==> config.mk <==
export PLATFORM = sky130hd
export DESIGN_NAME = act_seq_bank
export DESIGN_NICKNAME = d
export VERILOG_FILES = /design/src/rtl/act_seq_bank.sv
export SDC_FILE = /design/constraint.sdc
export NUM_CORES = 1
export LEC_CHECK = 0
export ABC_AREA = 0
export ABC_CLOCK_PERIOD_IN_PS = 2020
export BUFFER_PORTS_ARGS = -buffer_cell sky130_fd_sc_hd__buf_2
export CAP_MARGIN = 30
export CORE_MARGIN = 1.5
export CORE_UTILIZATION = 40
export DETAILED_ROUTE_END_ITERATION = 7
export GPL_ROUTABILITY_DRIVEN = 1
export PLACE_DENSITY = 0.64
export SLEW_MARGIN = 20
export SYNTH_ARGS = -nofsm -noshare
export SYNTH_HDL_FRONTEND = slang
export SYNTH_SLANG_ARGS = --single-unit
==> constraint.sdc <==
create_clock -name clk -period 2.02 [get_ports clk]
set_clock_uncertainty 0.05 [all_clocks]
set_input_delay 0.303 -clock clk [delete_from_list [all_inputs] [get_ports clk]]
set_output_delay 0.303 -clock clk [all_outputs]
set_load 0.02 [all_outputs]
==> src/rtl/act_seq_bank.sv <==
// act_seq_bank: CH Actel-style AND/OR-select mux channels, each with a
// run-time register mode, serial mode load and a scan chain through the regs.
module act_seq_bank #(
  parameter  int CH    = 4,
  localparam int CNT_W = $clog2(2*CH+1)
) (
  input  logic          clk,
  input  logic          clr,
  input  logic [CH-1:0] a0,
  input  logic [CH-1:0] b0,
  input  logic [CH-1:0] a1,
  input  logic [CH-1:0] b1,
  input  logic [4*CH-1:0] d,
  input  logic [CH-1:0] en,
  input  logic          cfg_valid,
  input  logic          cfg_bit,
  output logic          cfg_ready,
  input  logic          cfg_restart,
  output logic          cfg_done,
  input  logic          scan_en,
  input  logic          scan_in,
  output logic          scan_out,
  output logic [CH-1:0] out
);

  typedef enum logic [1:0] {
    UNCFG = 2'd0,
    LOAD  = 2'd1,
    RUN   = 2'd2
  } state_t;

  localparam logic [CNT_W-1:0] CNT_MAX = CNT_W'(2*CH);

  state_t              state_q, state_d;
  logic [2*CH-1:0]     cfg_q, cfg_d;
  logic [CNT_W-1:0]    cnt_q, cnt_d;
  logic [CH-1:0]       q_q, q_d;
  logic [CH-1:0]       m;
  logic [1:0]          mode [CH];
  logic                run;

  assign run = (state_q == RUN);

  for (genvar g = 0; g < CH; g++) begin : g_ch
    logic [1:0] sel;
    logic [3:0] nib;
    assign sel     = {a1[g] | b1[g], a0[g] & b0[g]};
    assign nib     = d[4*g +: 4];
    assign m[g]    = nib[sel];
    assign mode[g] = cfg_q[2*g +: 2];
    // COMB mode bypasses the register entirely
    assign out[g]  = run & ((mode[g] == 2'b00) ? m[g] : q_q[g]);
  end

  assign cfg_ready = (state_q == LOAD);
  assign cfg_done  = run;
  assign scan_out  = q_q[CH-1];

  always_comb begin
    state_d = state_q;
    cfg_d   = cfg_q;
    cnt_d   = cnt_q;
    q_d     = q_q;
    unique case (state_q)
      UNCFG: state_d = LOAD;
      LOAD: begin
        if (cfg_valid) begin
          cfg_d = {cfg_q[2*CH-2:0], cfg_bit};
          if (cnt_q != CNT_MAX)
            cnt_d = cnt_q + 1'b1;
          if (cnt_q == CNT_MAX - 1'b1)
            state_d = RUN;
        end
      end
      RUN: begin
        if (cfg_restart) begin
          state_d = LOAD;
          cnt_d   = '0;
          q_d     = '0;
        end else if (scan_en) begin
          q_d[0] = scan_in;
          for (int i = 1; i < CH; i++)
            q_d[i] = q_q[i-1];
        end else begin
          for (int i = 0; i < CH; i++) begin
            unique case (mode[i])
              2'b00: q_d[i] = q_q[i];
              2'b01: q_d[i] = m[i];
              2'b10: if (en[i]) q_d[i] = m[i];
              2'b11: if (m[i]) q_d[i] = ~q_q[i];
            endcase
          end
        end
      end
      default: state_d = UNCFG;
    endcase
  end

  always_ff @(posedge clk) begin
    if (!clr) begin
      state_q <= UNCFG;
      cfg_q   <= '0;
      cnt_q   <= '0;
      q_q     <= '0;
    end else begin
      state_q <= state_d;
      cfg_q   <= cfg_d;
      cnt_q   <= cnt_d;
      q_q     <= q_d;
    end
  end

endmodule

## Word-level counts from Yosys, hierarchy flattened

Index checks and enable logic that the tools add are counted.

- Register bits after elaboration: 18
- Latch bits: 0
- Memory bits (writable): 0
- ROM bits: 0
- Input port bits: 43
- Output and inout bits: 7
- Word-level logic and storage cells: 107
- Memories: 0

- Add/subtract/negate cells: 1
- $mul: 0
- Div/mod/pow operators: 0
- Magnitude comparators: 4
- Equal/unequal tests: 32
- Shift-type cells: 0
- Multiplexer cells: 34
- Bitwise operators: 16
- Reductions and logical operators: 13

Operators with widths:

| kind | number |
|---|---|
| $ne 4x4->1 const B | 9 |
| $mux 4 | 5 |
| $reduce_and 4->1 | 5 |
| $eq 2x2->1 const B | 9 |
| $mux 1 | 16 |
| $lt 2x3->1 const B | 4 |
| $ne 3x3->1 const B | 4 |
| $pmux 1 s3 | 4 |
| $eq 2x1->1 const B | 5 |
| $logic_not 2->1 | 5 |
| $and 1x1->1 | 8 |
| $bmux 1 s2 | 4 |
| $pmux 4 s2 | 1 |
| $mux 2 | 3 |
| $pmux 2 s3 | 1 |
| $add 4x1->4 const B | 1 |
| $eq 4x3->1 const B | 1 |
| $ne 2x1->1 const B | 2 |
| $ne 2x2->1 const B | 2 |
| $not 1->1 | 4 |
| $or 1x1->1 | 4 |
| $reduce_and 3->1 | 1 |
| $reduce_and 2->1 | 1 |
| $reduce_bool 2->1 | 1 |

## Longest topological paths before layout

Gate-level depths: netlist of the first run.

- Word-level depth: 7
- Mapped depth: 6
- Gate-level depth less buffers: 6

## Worst setup path after synthesis of the first run

No wires, ideal clock.

- Path type: input port to flip-flop
- Start point: input port b1[0]
- End point: register q_q[0]
- Setup time: 0.078 ns
- Arrival: 1.474 ns
- Data required time: 1.892 ns
- Slack: 0.418 ns
- Cell stages on the path: 4
- Buffers on the path: 0
- Path through: nor2_1 -> mux4_2 -> or3_1 -> a32oi_1

- Longest elaborated chain between the ends: 7
- Elaborated cells between the ends (all ways): 9
- Classes of those cells: eq/ne (1); mux (6); bitwise (1); reduce/logical (1)

Ends and longest elaborated chain:

| what | RTL line | RTL |
|---|---|---|
| from (decl) | 12 | `input logic [CH-1:0] b1,` |
| $or 1x1->1 (*) | 47 | `assign sel = {a1[g] \| b1[g], a0[g] & b0[g]};` |
| $bmux 1 s2 (*) | 49 | `assign m[g] = nib[sel];` |
| $mux 1 (not written as such) (*) | 49 |  |
| $mux 1 | 89 | `2'b10: if (en[i]) q_d[i] = m[i];` |
| $pmux 1 s3 | 86 | `unique case (mode[i])` |
| $mux 4 | 80 | `end else if (scan_en) begin` |
| $mux 4 | 76 | `if (cfg_restart) begin` |
| to (signal assigned) | 109 | `q_q <= q_d;` |
| to (decl) | 37 | `logic [CH-1:0] q_q, q_d;` |

Mark *: on every way between the ends. The rest lies on a longest branch, timed or not. The select of a mux whose other input is x is not followed.
A chain may end at the register's enable or synchronous reset.

## Worst setup path after layout of the first run

- Start point: register state_q[0]
- End point: output port out[1]

- Longest elaborated chain between the ends: 2

Ends and longest elaborated chain:

| what | RTL line | RTL |
|---|---|---|
| from (decl) | 34 | `state_t state_q, state_d;` |
| from (signal assigned) | 106 | `state_q <= state_d;` |
| $eq 2x2->1 | 42 | `assign run = (state_q == RUN);` |
| $and 1x1->1 | 52 | `assign out[g] = run & ((mode[g] == 2'b00) ? m[g] : q_q[g]);` |
| to (decl) | 23 | `output logic [CH-1:0] out` |

No other way between the ends.

==> metrics.txt, run 1 <==
CP Capture Type=primary output; # resized after CTS=0; post-route ant nets=0; Post-CTS Setup Bufs=0; CTS tree=yes; worst skew pair latency=0.30 ns; number of diodes=0; die area=3450 µm²; placed insts=228; CP Max Fanout=7; area of the multi-input gates=~830 µm²; max incr delay on CP=0.35 ns; I/O pin count=50; Final Non-Filler Cells=232; residual DRC count=0; GR Util All Layers=18.4%; CP Cell Sequence=nand2b_1 > buf_4 > a21oi_1 > buf_2; largest net degree at the start of global routing=21; Mapped Area=about 1200 µm²; routed wire length=a little under 3000 µm; Cells after Synth=about 150; Max-Cap Viols=0; TritonCTS Sinks=18; global route hottest layer=met2; max_slew headroom=59.2%; Tightest Pin Transition=0.597 ns; leading area contributor after synthesis=dfxtp_1; ys flop type=dfxtp_1; Buf+Inv Stages, Crit Path=2; Setup TNS=0 ns; synth warn=0; Clock Path Buffers=2; Rows=20; DPL Wire Length=around 2300 µm; CTS clock-pin slew for the worst setup and hold paths=around 0.11 ns; Root Buffer=clkbuf_4; crit path max-delay cell type=dfxtp_1; initial antenna violation count=0; setup violators final=0; Area contributors post-synth=dfxtp_1 (29%), mux2i_1 (7.3%), mux4_2 (7.3%); Place WS=0.222 ns; placed inst area=1510 µm²; worst endpoint required time=1.67 ns; Layout Nets=245; cts hold-fix bufs=0; startpoint types=flop; Lkg Pwr=0.737 nW; asr flop ratio synth=0%; starting DRC count in detailed routing=59; grt ovf=0; Crit Path Category=reg -> out; Fillers=314; Final Critical Period=1.81 ns; final hold violation count=0; Initial Util=41.3%; syn_nets=between 150 and 200; Core ar.=3000 µm²; Achievable Freq=552 MHz; Die Span X=~60 µm; DR vias/cell=roughly 5.6; layout cells sized above 1=30.7%; 1st-pass router iterations=4; Layout area overhead=24.6%; EDFF count, synth=0; RSZ-0062 raised after global routing=no; Yosys reg bits=18; post-synth top area share=between 20% and 30%; FF/Latch Area=360 µm²; critical path arrival=1.46 ns; Final period util=89.6%; final setup margin=0.210 ns; Max Slew Vio Count=0; Design Area, Final=between 1500 and 2000 µm²; Hold WC Path Type=in -> reg; TritonCTS Buffers=3; vias in the first global route=1226; Avg Cell Area, Syn=8.17 µm²; Power Density=466 nW/µm²; post-synthesis sequential area ratio=29.0%; GPL Wtd Cong=0.828; met1 Resource Use GR=22.1%; met2 Usage GRT=about a third; Routed WL per cell=12.5 µm; H-tree lvl count=1; via total after detailed routing=around 1300; Worst path top cell family by delay=buffers and inverters; IO Port Bufs=49; outcome=finished, final reports clean; die height=58.7 µm; met3 usage=3.96%; first-pass GRT wire length=approximately 5000 µm; Netlist cell types=31; Worst VDD drop=approximately 0.32 mV
==> cells in the final DEF, fill, tap and decap left out, drive strengths merged, types with 3 or more instances in the layout <==
cell / synthesis / layout
a21o: 10 / 10
a21oi: 10 / 10
a31oi: 5 / 5
buf: 2 / 51
clkbuf: 6 / 4
dfxtp: 18 / 18
inv: 6 / 6
mux2i: 9 / 9
mux4: 4 / 4
nand2: 13 / 13
nand2b: 4 / 4
nand3: 3 / 3
nor2: 12 / 12
nor2b: 10 / 10
o21ai: 11 / 11
or3: 4 / 4
==> worst reg2reg max path, cell delays in order, from the launching register on <==
cell,delay (ns)
dfxtp_1,0.38
inv_1,0.08
ha_1,0.20
and3b_1,0.19
a2bb2oi_2,0.17
or3_1,0.37
a21oi_1,0.14
==> synthesized netlist by cell type, drive strengths merged (3+ instances only) <==
library cell  count
or3               4
nand2b            4
nand2            13
a21oi            10
mux4              4
nand3             3
a21o             10
nor2b            10
inv               6
o21ai            11
mux2i             9
nor2             12
a31oi             5
clkbuf            6
dfxtp            18
==> registers in the layout (all words and copies together), names as in the netlist <==
register / cells
q_q: 4
cfg_q: 8
state_q: 2
cnt_q: 4
==> stage by stage <==
stage | hold slack [ns] | util [%] | total power [mW]
6_report | 0.218 | 51.5 | 0.721
5_1_grt | 0.246 | 51.5 | 0.759
4_1_cts | 0.214 | 51.5 | 0.730
3_5_place_dp | 0.450 | 50.3 | 0.506
3_3_place_gp | 0.430 | 50.3 | 0.501
2_1_floorplan | 0.412 | - | 0.451
==> where the power goes <==
| group | switching [mW] | leakage (nW) | internal [mW] |
|---|---|---|---|
| logic | 0.0595 | 0.571 | 0.0719 |
| clock network | 0.114 | 0.0210 | 0.110 |
| registers | 0.00584 | 0.146 | 0.360 |
==> per-layer routing <==
metal	up-vias	routed length [µm]	share of wire [%]
met4	0	44	1.5
met5	-	0	0
met1	587	1280	44
met2	47	1410	49
met3	7	151	5.2
li1	650	-	-
==> final timing paths <==
path              cells past startpoint               startpoint  slack [ns]                    end
setup / recovery                      4  state_q[0]$_SDFFE_PN0P_        0.21                 out[1]
hold / removal                        3                  cfg_bit        0.22  cfg_q[0]$_SDFFE_PN0P_
hold reg to reg                       2    cnt_q[3]$_SDFFE_PN0P_        0.46  cnt_q[3]$_SDFFE_PN0P_
setup reg to reg                      6    cnt_q[0]$_SDFFE_PN0P_        0.38  cnt_q[3]$_SDFFE_PN0P_
==> kinds of logic (layout without fill, tap and decap cells) <==
family,Yosys count,count (layout),share of synthesized area [%]
AND/OR/NAND/NOR,56,56,23.4
AO/OA/AOI/OAI,48,48,25.9
flip-flops,18,18,29.0
buffers and inverters,14,61,4.44
multiplexers,13,13,14.5
adder cells (fa/ha/maj),2,2,2.02
XOR/XNOR,1,1,0.706
==> area by class of cell <==
| cell class | instances | share of cell area (%) |
|---|---|---|
| Timing Repair Buffer | 51 | 16.8 |
| Clock buffer | 4 | 2.35 |
| Multi-Input combinational cell | 120 | 53.4 |
| Inverter | 6 | 1.46 |
| Sequential cell | 18 | 23.3 |
| Tap cell | 33 | 2.67 |
(Power assumes the default switching activity.)
==> run 2, diff against run 1 <==
- ABC_AREA: 0 -> 1
- PLACE_DENSITY: 0.64 -> 0.62
==> metrics.txt, run 2 <==
outcome=finished, final reports clean; Routed WL per cell=9.62 µm (-23%); XOR/XNOR share of the synthesized area=1.23% (+0.52 points); startpoint types=flop; EDFF count, synth=0 (unchanged); DR vias/cell=4.67 (-16%); first-pass GRT wire length=5970 µm (+21%); cts hold-fix bufs=0 (unchanged); DPL Wire Length=2610 µm (+13%); Reg2Reg Depth=9 (+3); syn_nets=289 (+47%); CP Max Fanout=9 (+2); register-to-register setup slack=0.59 ns (+0.21 ns); max_slew headroom=65.7% (+6.5 points); Root Buffer=clkbuf_4; RSZ-0062 raised after global routing=no; Crit Path Category=reg -> out; Fillers=385 (+23%); mux cell area share after synthesis=0% (-15 points); Core ar.=3390 µm² (+13%); Synth top cells by count=nand2_1 (57), inv_1 (55), nand3_1 (27); routed wire length=3270 µm (+13%); most common cell after layout, fill and taps aside=nand2_1; number of flip-flops in the largest register=8 (unchanged); Max Slew Vio Count=0 (unchanged); Post-CTS Setup Bufs=0 (unchanged); Top Registers=cfg_q x8, cnt_q x4, q_q x4; met2 Usage GRT=30.6% (-1.3 points); Layout Nets=340 (+39%); grt ovf=0 (unchanged); Achievable Freq=590 MHz (+6.7%); GR Util All Layers=18.4% (-0.069 points); CP Capture Type=primary output; # resized after CTS=0 (unchanged); largest family of logic cells by synthesized area=simple AND/OR/NAND/NOR gates; TritonCTS Buffers=3 (unchanged); Final Critical Period=1.70 ns (-0.114 ns); final hold violation count=0 (unchanged); setup violators final=0 (unchanged); Hold WC Path Type=in -> reg; Largest Register=cfg_q; hold path start=cfg_bit; Cells after Synth=244 (+61%); post-route ant nets=0 (unchanged); max incr delay on CP=0.43 ns (+0.08 ns); Worst path top cell family by delay=flip-flops; Pwr Total=0.808 mW (+12%); Lkg Pwr=0.936 nW (+27%); post-synthesis sequential area ratio=25.2% (-3.8 points); Power Density=462 nW/µm² (-0.85%); global route hottest layer=met2; Avg Cell Area, Syn=5.86 µm² (-28%); layout cells sized above 1=21.8% (-8.9 points); Layout area overhead=22.3%; Final period util=83.9% (-5.7 points); Buf+Inv Stages, Crit Path=3 (+1); met3 usage=1.26% (-2.7 points); starting DRC count in detailed routing=42 (-29%); critical path arrival=1.34 ns (-0.12 ns); most frequent cell on the critical path=inv_1; number of diodes=0 (unchanged); Rows=21 (+5.0%); Synth Area in Simple Gates=37.0% (+14 points); Yosys reg bits=18 (unchanged); 1st-pass router iterations=4 (unchanged); worst skew pair latency=0.28 ns (-0.02 ns); cell with the most instances after synthesis=nand2_1; Netlist cell types=26 (-16%); GPL Wtd Cong=0.817 (-1.2%); met1 Resource Use GR=25.6% (+3.5 points); asr flop ratio synth=0% (unchanged); Tightest Pin Transition=0.514 ns (-0.0832 ns); residual DRC count=0 (unchanged); Initial Util=42.2% (+0.82 points); ys flop type=dfxtp_1; Die Span X=62.8 µm (+6.9%); TritonCTS Sinks=18 (unchanged); hold depth=3 (unchanged); initial antenna violation count=0 (unchanged); leading area contributor after synthesis=dfxtp_1; Compound-Gate Fraction of Synth Area=18.3% (-7.6 points); Clock Path Buffers=2 (unchanged); CP Cell Sequence=nand2_4 > inv_1 > nand2_1 > inv_1 > buf_2; via total after detailed routing=1588 (+23%); crit path max-delay cell type=dfxtp_1; worst endpoint required time=1.67 ns (about the same); die area=3940 µm² (+14%); I/O pin count=50 (unchanged); CTS tree=yes; die height=62.8 µm (+6.9%); synth warn=0 (unchanged); largest net degree at the start of global routing=17 (-19%); post-synth top area share=25.2% (-3.8 points); Mapped Area=1430 µm² (+15%); H-tree lvl count=1 (unchanged); IO Port Bufs=49 (unchanged); vias in the first global route=1451 (+18%); CTS clock-pin slew for the worst setup and hold paths=0.10 ns (about the same); r2r startpoint=cnt_q[0]$_SDFFE_PN0P_; Area contributors post-synth=dfxtp_1 (25%), nand2_1 (15%), inv_1 (14%); Max-Cap Viols=0 (unchanged); Setup TNS=0 ns (unchanged); most frequent cells in the layout=nand2_1 (57), inv_1 (55), buf_2 (49); worst r2r dst=cnt_q[2]$_SDFFE_PN0P_; Worst VDD drop=0.208 mV (-35%); Synth Area in Adders=1.75% (-0.26 points); Hold Path End=cfg_q[0]$_SDFFE_PN0P_
run 2: power breakdown:
group	internal [mW]	total (mW)	switching (mW)
combinational	0.0818	0.204	0.122
clock	0.110	0.215	0.105
sequential	0.373	0.390	0.0169
total	0.564	0.808	0.244
run 2: stage by stage:
step                      cell area [µm²]  util (%)  hold WS (ns)  setup WS (ns)  instances
after floorplan                      1430         -         0.391          0.693        244
after global placement               1710      50.5         0.417          0.523        336
after detailed placement             1710      50.5         0.420          0.506        336
after CTS                            1750      51.6         0.238          0.281        340
after global routing                 1750      51.6         0.233          0.212        340
final                                1750      51.6         0.239          0.324        340
run 2: per-layer routing:
layer  up-vias  part of all wire [%]  routed length, µm
met3         2                   4.0                130
met4         0                  0.52                 17
li1        877                     -                  -
met1       676                    51               1670
met5         -                     0                  0
met2        33                    44               1450
run 2: area by class of cell:
type                            instances  area [µm²]  area share [%]
Multi-Input combinational cell        166         832            47.6
Sequential cell                        18         360            20.6
Timing Repair Buffer                   49         245            14.0
Inverter                               57         216            12.4
Tap cell                               46        57.6            3.29
Clock buffer                            4        36.3            2.08
run 2: worst max-delay path by stage:
stage | end | slack [ns] | startpoint | depth (start not counted)
final | out[1] | 0.32 | state_q[1]$_SDFFE_PN0P_ | 5
after global routing | out[1] | 0.21 | state_q[1]$_SDFFE_PN0P_ | 5
after CTS | out[1] | 0.28 | state_q[1]$_SDFFE_PN0P_ | 5
after detailed placement | out[3] | 0.51 | b1[3] | 9
after global placement | q_q[2]$_SDFFE_PN0P_ | 0.52 | scan_en | 6
after floorplan | cnt_q[2]$_SDFFE_PN0P_ | 0.69 | cnt_q[0]$_SDFFE_PN0P_ | 9
run 2: cell families after synthesis:
| kind of cell | after synthesis |
|---|---|
| AND/OR/NAND/NOR | 112 |
| XOR/XNOR | 2 |
| adder cells (fa/ha/maj) | 2 |
| buffers and inverters | 60 |
| AO/OA/AOI/OAI | 50 |
| flip-flops | 18 |
run 2: tightest hold or removal path, cell delays in order:
cell     delay (ns)
buf_2          0.07
o21ai_0        0.07
a21oi_1        0.10
